## src/rtl/pc_pkg.sv

```systemverilog
// pc_pkg: shared op-code constants for the PC/stack unit and its bench.
//   OP_HOLD..OP_RET : valid 3-bit operation codes; 110/111 are reserved.
package pc_pkg;
    localparam logic [2:0] OP_HOLD   = 3'b000;
    localparam logic [2:0] OP_INC    = 3'b001;
    localparam logic [2:0] OP_LOAD   = 3'b010;
    localparam logic [2:0] OP_BRANCH = 3'b011;
    localparam logic [2:0] OP_CALL   = 3'b100;
    localparam logic [2:0] OP_RET    = 3'b101;
endpackage

```

## src/rtl/ras_stack.sv

```systemverilog
// ras_stack: circular return-address stack; a push when full overwrites the oldest entry.
//   clk, rst      : clock, synchronous active-high reset (clears pointer and depth)
//   push, pop     : push wdata / pop top entry (never both; pop only when not empty)
//   wdata, rdata  : entry to push / current top-of-stack entry
//   depth         : valid entry count; full/empty derived from it
module ras_stack #(
    parameter int WIDTH = 8,
    parameter int DEPTH = 4
) (
    input  logic                       clk,
    input  logic                       rst,
    input  logic                       push,
    input  logic                       pop,
    input  logic [WIDTH-1:0]           wdata,
    output logic [WIDTH-1:0]           rdata,
    output logic [$clog2(DEPTH+1)-1:0] depth,
    output logic                       full,
    output logic                       empty
);
    localparam int PW = $clog2(DEPTH);
    localparam int DW = $clog2(DEPTH+1);

    logic [WIDTH-1:0] mem [DEPTH];
    logic [PW-1:0]    sp, sp_inc, sp_dec;

    // sp is the next write slot; the top entry sits one slot below it, modulo DEPTH.
    always_comb begin
        sp_inc = (sp == PW'(DEPTH-1)) ? '0 : sp + 1'b1;
        sp_dec = (sp == '0) ? PW'(DEPTH-1) : sp - 1'b1;
        full   = depth == DW'(DEPTH);
        empty  = depth == '0;
        rdata  = mem[sp_dec];
    end

    always_ff @(posedge clk) begin
        if (rst) begin
            sp    <= '0;
            depth <= '0;
        end else if (push) begin
            sp    <= sp_inc;
            depth <= full ? depth : depth + 1'b1;
        end else if (pop) begin
            sp    <= sp_dec;
            depth <= depth - 1'b1;
        end
    end

    // Contents need no reset: they are only observable after a push.
    always_ff @(posedge clk) begin
        if (push && !rst) mem[sp] <= wdata;
    end
endmodule

```

## src/rtl/pc_stack_unit.sv

```systemverilog
// pc_stack_unit: registered program counter with hold/inc/load/branch/call/ret and a return-address stack.
//   clk, rst            : clock, synchronous active-high reset
//   en, op              : execute op when en=1, otherwise stall
//   target, offset      : absolute destination (LOAD/CALL), signed displacement (BRANCH)
//   pc, depth           : program counter, stack entry count
//   ras_empty, ras_full : stack status
//   ovf, unf, bad_op    : one-cycle error pulses (full CALL, empty RET, reserved op)
module pc_stack_unit
    import pc_pkg::*;
#(
    parameter int               WIDTH     = 8,
    parameter int unsigned      STEP      = 1,
    parameter int               DEPTH     = 4,
    parameter logic [WIDTH-1:0] RESET_VAL = '0
) (
    input  logic                       clk,
    input  logic                       rst,
    input  logic                       en,
    input  logic [2:0]                 op,
    input  logic [WIDTH-1:0]           target,
    input  logic [WIDTH-1:0]           offset,
    output logic [WIDTH-1:0]           pc,
    output logic [$clog2(DEPTH+1)-1:0] depth,
    output logic                       ras_empty,
    output logic                       ras_full,
    output logic                       ovf,
    output logic                       unf,
    output logic                       bad_op
);
    logic [WIDTH-1:0] seq_pc, ret_addr, pc_next;
    logic             is_call, is_ret, is_bad, push, pop;

    always_comb begin
        seq_pc  = pc + WIDTH'(STEP);
        is_call = en && op == OP_CALL;
        is_ret  = en && op == OP_RET;
        is_bad  = en && op[2:1] == 2'b11;
        push    = is_call && !rst;
        pop     = is_ret && !ras_empty && !rst;
        // Two's-complement add handles negative offsets; wrap is silent.
        pc_next = !en               ? pc :
                  op == OP_INC      ? seq_pc :
                  op == OP_LOAD     ? target :
                  op == OP_BRANCH   ? pc + offset :
                  op == OP_CALL     ? target :
                  op == OP_RET      ? (ras_empty ? seq_pc : ret_addr) :
                                      pc;
    end

    always_ff @(posedge clk) begin
        if (rst) begin
            pc     <= RESET_VAL;
            ovf    <= 1'b0;
            unf    <= 1'b0;
            bad_op <= 1'b0;
        end else begin
            pc     <= pc_next;
            ovf    <= is_call && ras_full;
            unf    <= is_ret && ras_empty;
            bad_op <= is_bad;
        end
    end

    ras_stack #(.WIDTH(WIDTH), .DEPTH(DEPTH)) u_ras (
        .clk   (clk),
        .rst   (rst),
        .push  (push),
        .pop   (pop),
        .wdata (seq_pc),
        .rdata (ret_addr),
        .depth (depth),
        .full  (ras_full),
        .empty (ras_empty)
    );
endmodule

```

## config.mk

```make
export PLATFORM = sky130hd
export DESIGN_NAME = pc_stack_unit
export DESIGN_NICKNAME = d
export VERILOG_FILES = /design/src/rtl/pc_pkg.sv /design/src/rtl/ras_stack.sv /design/src/rtl/pc_stack_unit.sv
export SDC_FILE = /design/constraint.sdc
export NUM_CORES = 1
export LEC_CHECK = 0
export BUFFER_PORTS_ARGS = -buffer_cell sky130_fd_sc_hd__buf_2
export CORE_MARGIN = 10
export CORE_UTILIZATION = 29
export DETAILED_ROUTE_END_ITERATION = 6
export MAX_ROUTING_LAYER = met4
export SETUP_SLACK_MARGIN = 0.2
export SLEW_MARGIN = 20
export SYNTH_ARGS = -nofsm -noshare
export SYNTH_HDL_FRONTEND = slang
export SYNTH_SLANG_ARGS = --single-unit
```

## constraint.sdc

```tcl
create_clock -name clk -period 2.6 [get_ports clk]
set_input_delay 0.52 -clock clk [delete_from_list [all_inputs] [get_ports clk]]
set_output_delay 0.52 -clock clk [all_outputs]
set_load 0.05 [all_outputs]
```

==> results.py, run 1 <==
metrics = {
    "sta": {
        "fin_crit_sh_pct": 85.48,
        "timing.final.max_slew_violations": 0,
        "slew_headroom_pct": 65.19,
        "setup_tns_ns": 0,
        "post-route-min-period_ns": 2.222,
        "rsz0062_at_grt": "false",
        "worstMarginPinSlew_ns": 0.5184,
        "setup_ws_ns": 0.3776,
        "clock_skew_ns": 0.008340,
        "fmax_mhz": 450.0,
        "hold_viol_final": 0,
        "setup_viol": 0,
    },
    "cts": {
        "cts.sink_count": 48,
        "htree_levels": 2,
        "path_clk_slew_ns": 0.09,
        "cts_root_buffer": "clkbuf_8",
        "clock_latency_ns": 0.30,
        "cts-buffers-inserted": 5,
        "ctsHoldBuffers": 0,
        "cts_buffer_depth": 2,
        "cts_tree": "built",
    },
    "drt": {
        "drc_errors": 0,
        "num_vias": 2355,
        "totalWireLength_um": 7683,
        "via_per_inst": 5.187,
        "drtIter0Drc": 230,
        "dr.pass1.iters": 5,
        "wl_per_cell_um": 16.92,
        "ant_nets": 0,
    },
    "worst_hold_path": {
        "min_path_type": "reg -> reg",
        "hold_start": "u_ras.sp[1]$_SDFFE_PP0P_",
    },
    "setup_path": {
        "end_kind": "flip-flop",
        "critical_path.startpoint": "u_ras.sp[1]$_SDFFE_PP0P_",
        "worstPathArrival_ns": 2.41,
        "r2r-start": "u_ras.sp[1]$_SDFFE_PP0P_",
        "critical_path.startpoint_type": "flip-flop",
        "worstPathRequired_ns": 2.78,
        "crit_type": "reg -> reg",
        "crit_fanout": 7,
    },
    "yosys": {
        "ys_seq_area_share_pct": 44.33,
        "yosysTopAreaCellShare_pct": 33.25,
        "synthCells": 276,
        "syn_avg_cell_area_um2": 10.47,
        "syn_nets": 312,
        "ys_types": 55,
        "synth_largest_area_cell": "edfxtp_1",
        "synthesis.area_mm2": 0.002890,
        "synthArstFlopShare_pct": 0,
        "synth_most_common_cell": "edfxtp_1",
        "synth_seq_cells": 48,
        "synth_edf_count": 32,
        "yosys_warnings": 0,
        "synth-main-ff-cell": "edfxtp_1",
        "synthTopCellsByCount": "edfxtp_1 (32), nor2_1 (23), a21oi_1 (22)",
        "yosys-top-cells-area": "edfxtp_1 (33%), dfxtp_1 (11%), mux4_2 (6.2%)",
    },
    "power": {
        "vdd_drop_max_v": 0.0002060,
        "power_w": 0.001677,
        "leakage_nw": 1.251,
        "power.density_mw_per_mm2": 497.2,
    },
    "placement": {
        "pre_cts_ws_ns": 0.1970,
        "portBuffers": 37,
        "place.gp.congestion": 0.8765,
        "place_hpwl_um": 5824,
    },
    "run": {
        "max_cap_viol_count": 0,
    },
    "grt": {
        "grt_max_degree": 24,
        "grt.overflow.total": 0,
        "grt_pass1_vias": 2364,
        "grt_usage_pct": 11.17,
        "antenna_found_initial": 0,
        "grt_pass1_wl_um": 12670,
    },
    "final_layout": {
        "drive_above_1_share_pct": 24.38,
        "areaGrowthSynthToFinish_pct": 16.71,
        "nets": 355,
    },
    "die": {
        "ios": 38,
        "start_util_pct": 29.71,
        "rows": 36,
        "die_h_um": 119.8,
        "die_area_mm2": 0.01436,
        "die-width_um": 119.8,
        "core_area_mm2": 0.009729,
    },
    "run_status": {
        "status": "completed",
    },
}
[flip-flops by register name, indices dropped and copies added (netlist names)]
signal,cells
u_ras.mem,32
ovf,1
unf,1
pc,8
u_ras.sp,2
bad_op,1
u_ras.depth,3
[layout make-up]
class	instances	area (um^2)
antenna	1	2.502
clock inverter	2	10.01
sequential	48	1284
tap	133	166.4
multi-input combinational	203	1498
fill	1020	6356
inverter	13	50.05
timing repair buffer	48	280.3
clock buffer	6	82.58
[worst paths after layout]
check	end	slack, ns	cells past startpoint
worst min register to register	u_ras.sp[1]$_SDFFE_PP0P_	0.52	2
worst max register to register	pc[6]$_SDFFE_PP0P_	0.38	9
worst min-delay path	u_ras.sp[1]$_SDFFE_PP0P_	0.52	2
worst max-delay path	pc[6]$_SDFFE_PP0P_	0.38	9
[metrics by stage]
step / hold slack [ns] / area (um^2) / util (%) / std cells
floorplan: 0.4807 / 2895 / - / 276
global placement: 0.5043 / 3246 / 33.36 / 444
detailed placement: 0.5069 / 3246 / 33.36 / 444
CTS: 0.5195 / 3358 / 34.52 / 453
global route: 0.5635 / 3371 / 34.65 / 453
finish: 0.5218 / 3373 / 34.67 / 454
[layer usage]
metal | track usage, % | part of all wire (%) | vias to the layer above
li1 | - | - | 1123
met1 | 15.39 | 47 | 1138
met2 | 15.92 | 44 | 90
met3 | 3.094 | 7.7 | 4
met4 | 2.489 | 0.60 | 0
met5 | - | 0 | -
[power by group]
group	leakage, nW	switching, W	internal (W)
Sequential	0.424	0.0000245	0.000835
Combinational	0.777	0.000232	0.000127
Clock	0.0510	0.000246	0.000213
[placed cells by master, fill, tap and decap left out, drive strengths merged, types with 10 or more instances in the layout]
cell    netlist  final
nand2        20     20
edfxtp       32     32
nor3         10     10
nor2         23     23
dfxtp        16     16
nand3        13     13
a21oi        22     22
ha           12     12
inv          12     12
buf          10     48
o21ai        12     12
[logic make-up after synthesis]
kind of cell / Yosys count / synth area share [%]
compound gates: 69 / 16.80
fa+ha+maj: 14 / 6.580
mux: 11 / 7.273
xor+xnor: 13 / 3.939
simple gates: 96 / 16.71
flops: 48 / 44.33
buf+inv: 25 / 4.372
[repair_timing]
action,CTS,global route
endpoints found under the setup margin,1,5
setup buffers,1,0
pin swaps,0,1
resized for setup,0,4
[worst max-delay path: stages, from the launching register on]
cell	delay, ns
dfxtp_1	0.39
inv_1	0.09
ha_1	0.24
nor2b_4	0.14
buf_12	0.14
mux4_2	0.50
or3_1	0.31
o31ai_1	0.08
o21a_1	0.16
a221oi_1	0.06
Note: power is estimated with default switching activity, not from simulation.
==> run 2, diff against run 1 <==
Settings changed: CAP_MARGIN set to 25, SYNTH_HIERARCHICAL set to 1.
Clock period 2.6 ns to 2.23 ns, I/O delays scaled along.
==> run 2 against run 1 <==
Compared with the run above:
- non-clock buffer count rose by 25
- clock skew rose by 0.0050 ns
- core utilization rose by 2.0 points
- die area grew 3.2%
- count of clock-buffer cells in the layout decreased by 1
- critical path depth decreased by 1
- maximum frequency is 8.8% higher
- sequential share of layout area is 3.3 points lower
- design area increased by 11%
- critical path type unchanged
- largest cell class unchanged
- largest power group unchanged
- highest routed layer unchanged
==> results.py, run 2 <==
metrics = {
    "final_layout": {
        "nets": 392,
        "multiInputGateArea_mm2": 0.001612,
        "seqCellArea_mm2": 0.001299,
        "largest_reg_flops": 32,
        "areaGrowthSynthToFinish_pct": 24.44,
        "reg.largest.list": "u_ras/mem x32, pc x8, u_ras/depth x3",
        "final_cell_mix": "buf_2 (37), buf_4 (32), edfxtp_1 (32)",
        "n_antenna_cell": 0,
        "layout.cells.non_filler": 493,
        "drive_above_1_share_pct": 33.89,
        "final_common_cell": "buf_2",
        "n_fill_cell": 1016,
        "top_register": "u_ras/mem",
    },
    "cts": {
        "clock_latency_ns": 0.31,
        "cts_tree": "built",
        "htree_levels": 2,
        "cts_buffer_depth": 2,
        "cts.sink_count": 48,
        "path_clk_slew_ns": 0.10,
        "cts_root_buffer": "clkbuf_8",
        "cts-buffers-inserted": 5,
    },
    "sta": {
        "post-route-min-period_ns": 2.043,
        "timing.final.max_slew_violations": 0,
        "setup_viol": 0,
        "fmax_mhz": 489.6,
        "fin_crit_sh_pct": 91.59,
        "worstMarginPinSlew_ns": 0.4617,
        "clock_skew_ns": 0.01337,
        "whs_ns": 0.4890,
        "slew_headroom_pct": 68.42,
        "hold_viol_final": 0,
        "rsz0062_at_grt": "true",
        "setup_tns_ns": 0,
    },
    "drt": {
        "wl_per_cell_um": 16.61,
        "dr.pass1.iters": 4,
        "drc_errors": 0,
        "drtIter0Drc": 203,
        "via_per_inst": 5.079,
        "totalWireLength_um": 8190,
        "ant_nets": 0,
        "num_vias": 2504,
    },
    "placement": {
        "place_hpwl_um": 6314,
        "dp_cells": 478,
        "portBuffers": 37,
        "place.gp.congestion": 0.8865,
    },
    "yosys": {
        "yosys_warnings": 6,
        "syn_avg_cell_area_um2": 10.28,
        "synth_seq_cells": 48,
        "ys_seq_area_share_pct": 42.70,
        "synthArstFlopShare_pct": 0,
        "synthesis.area_mm2": 0.003000,
        "ys_types": 60,
        "synthCells": 292,
        "synthTopCellsByCount": "edfxtp_1 (32), a21oi_1 (21), nor2_1 (20)",
        "synth_edf_count": 32,
        "yosysTopAreaCellShare_pct": 32.03,
        "synth_most_common_cell": "edfxtp_1",
        "synth_largest_area_cell": "edfxtp_1",
        "syn_nets": 328,
        "yosys-top-cells-area": "edfxtp_1 (32%), dfxtp_1 (11%), ha_1 (5.0%)",
        "synth-main-ff-cell": "edfxtp_1",
    },
    "die": {
        "die_area_mm2": 0.01481,
        "ios": 38,
        "start_util_pct": 29.46,
        "die_h_um": 121.7,
        "die-width_um": 121.7,
        "rows": 37,
        "core_area_mm2": 0.01018,
    },
    "grt": {
        "antenna_found_initial": 0,
        "grt.overflow.total": 0,
        "grt_pass1_vias": 2559,
        "grt_max_degree": 19,
        "grt_pass1_wl_um": 13170,
        "grt_usage_pct": 11.49,
    },
    "run_status": {
        "status": "completed",
    },
    "worst_hold_path": {
        "worstHoldEndpoint": "u_ras/depth[2]$_SDFFE_PP0P_",
        "worstHoldPathCells": 1,
        "min_path_type": "reg -> reg",
        "hold_start": "u_ras/depth[2]$_SDFFE_PP0P_",
    },
    "setup_path": {
        "r2r-start": "u_ras/sp[0]$_SDFFE_PP0P_",
        "critical_path.startpoint": "u_ras/sp[0]$_SDFFE_PP0P_",
        "crit_type": "reg -> reg",
        "crit_fanout": 8,
        "worstPathArrival_ns": 2.26,
        "end_kind": "flip-flop",
        "r2r_end": "pc[6]$_SDFFE_PP0P_",
        "rr_worst_depth": 8,
        "worstPathRequired_ns": 2.45,
        "reg2reg_setup_slack_ns": 0.19,
        "critical_path.startpoint_type": "flip-flop",
    },
    "power": {
        "vdd_drop_max_v": 0.0002798,
        "power.density_mw_per_mm2": 534.9,
        "leakage_nw": 1.489,
    },
    "run": {
        "max_cap_viol_count": 0,
    },
}
run 2: cell count changes after synthesis, moves of 4 or more:
cell and delta:
nand2_1 -4, a31oi_1 -4, nand3_1 -4, o21ai_0 +10
nor3_1 -4, a21o_1 +6, nor2b_1 +6, inv_1 +6
run 2: through the flow:
stage               instance area, um^2  util (%)  setup WS (ns)  total power [W]
floorplan                          3072         -        0.03197         0.001294
global placement                   3547     34.83        0.05815         0.001428
detailed placement                 3547     34.83       -0.01976         0.001437
CTS                                3680     36.13         0.1978         0.002002
global route                       3734     36.66        0.08939         0.002098
finish                             3734     36.66         0.1874         0.001997
run 2: kinds of logic after synthesis:
family,Yosys count,share of synthesized area (%)
compound gates,85,19.35
xor+xnor,9,2.627
fa+ha+maj,14,6.339
buf+inv,33,5.421
flops,48,42.70
mux,13,7.423
simple gates,90,16.14
run 2: critical path, stage by stage, from the launching register on:
cell and delay [ns]:
dfxtp_2 0.34, buf_6 0.13, nor2b_4 0.13, mux4_2 0.35, nor3_1 0.06, o31a_1 0.24, o221a_1 0.21, a221o_1 0.27
a221oi_2 0.23
run 2: area by class of cell:
class / instances / share of cell area [%]
tap: 136 / 4.558
multi-input combinational: 211 / 43.16
clock buffer: 5 / 1.843
sequential: 48 / 34.79
timing repair buffer: 73 / 13.17
inverter: 17 / 1.776
clock inverter: 3 / 0.7038
run 2: worst max path at each step:
stage	to	cells after the start	slack (ns)
final	pc[6]$_SDFFE_PP0P_	8	0.19
after global routing	pc[6]$_SDFFE_PP0P_	9	0.09
after CTS	pc[6]$_SDFFE_PP0P_	8	0.20
after detailed placement	pc[6]$_SDFFE_PP0P_	9	-0.02
after global placement	pc[6]$_SDFFE_PP0P_	9	0.06
after floorplan	pc[6]$_SDFFE_PP0P_	10	0.03
run 2: where the power goes:
part           internal (W)  switching (W)
clock              0.000232       0.000330
sequential         0.000969      0.0000194
combinational      0.000182       0.000265
total               0.00138       0.000615
run 2: repair_timing:
action	4_1_cts	5_1_grt
endpoints found under the setup margin	6	6
buffers inserted	2	5
pin swaps	3	0
hold buffers	0	0
gates resized for setup	8	6
run 2: routing by layer:
metal / vias to the layer above / global-route usage [%] / routed length, um
met4: 0 / 3.800 / 131
met1: 1214 / 13.17 / 3413
met5: - / - / 0
met3: 8 / 2.359 / 402
met2: 56 / 19.62 / 4243
li1: 1226 / - / -
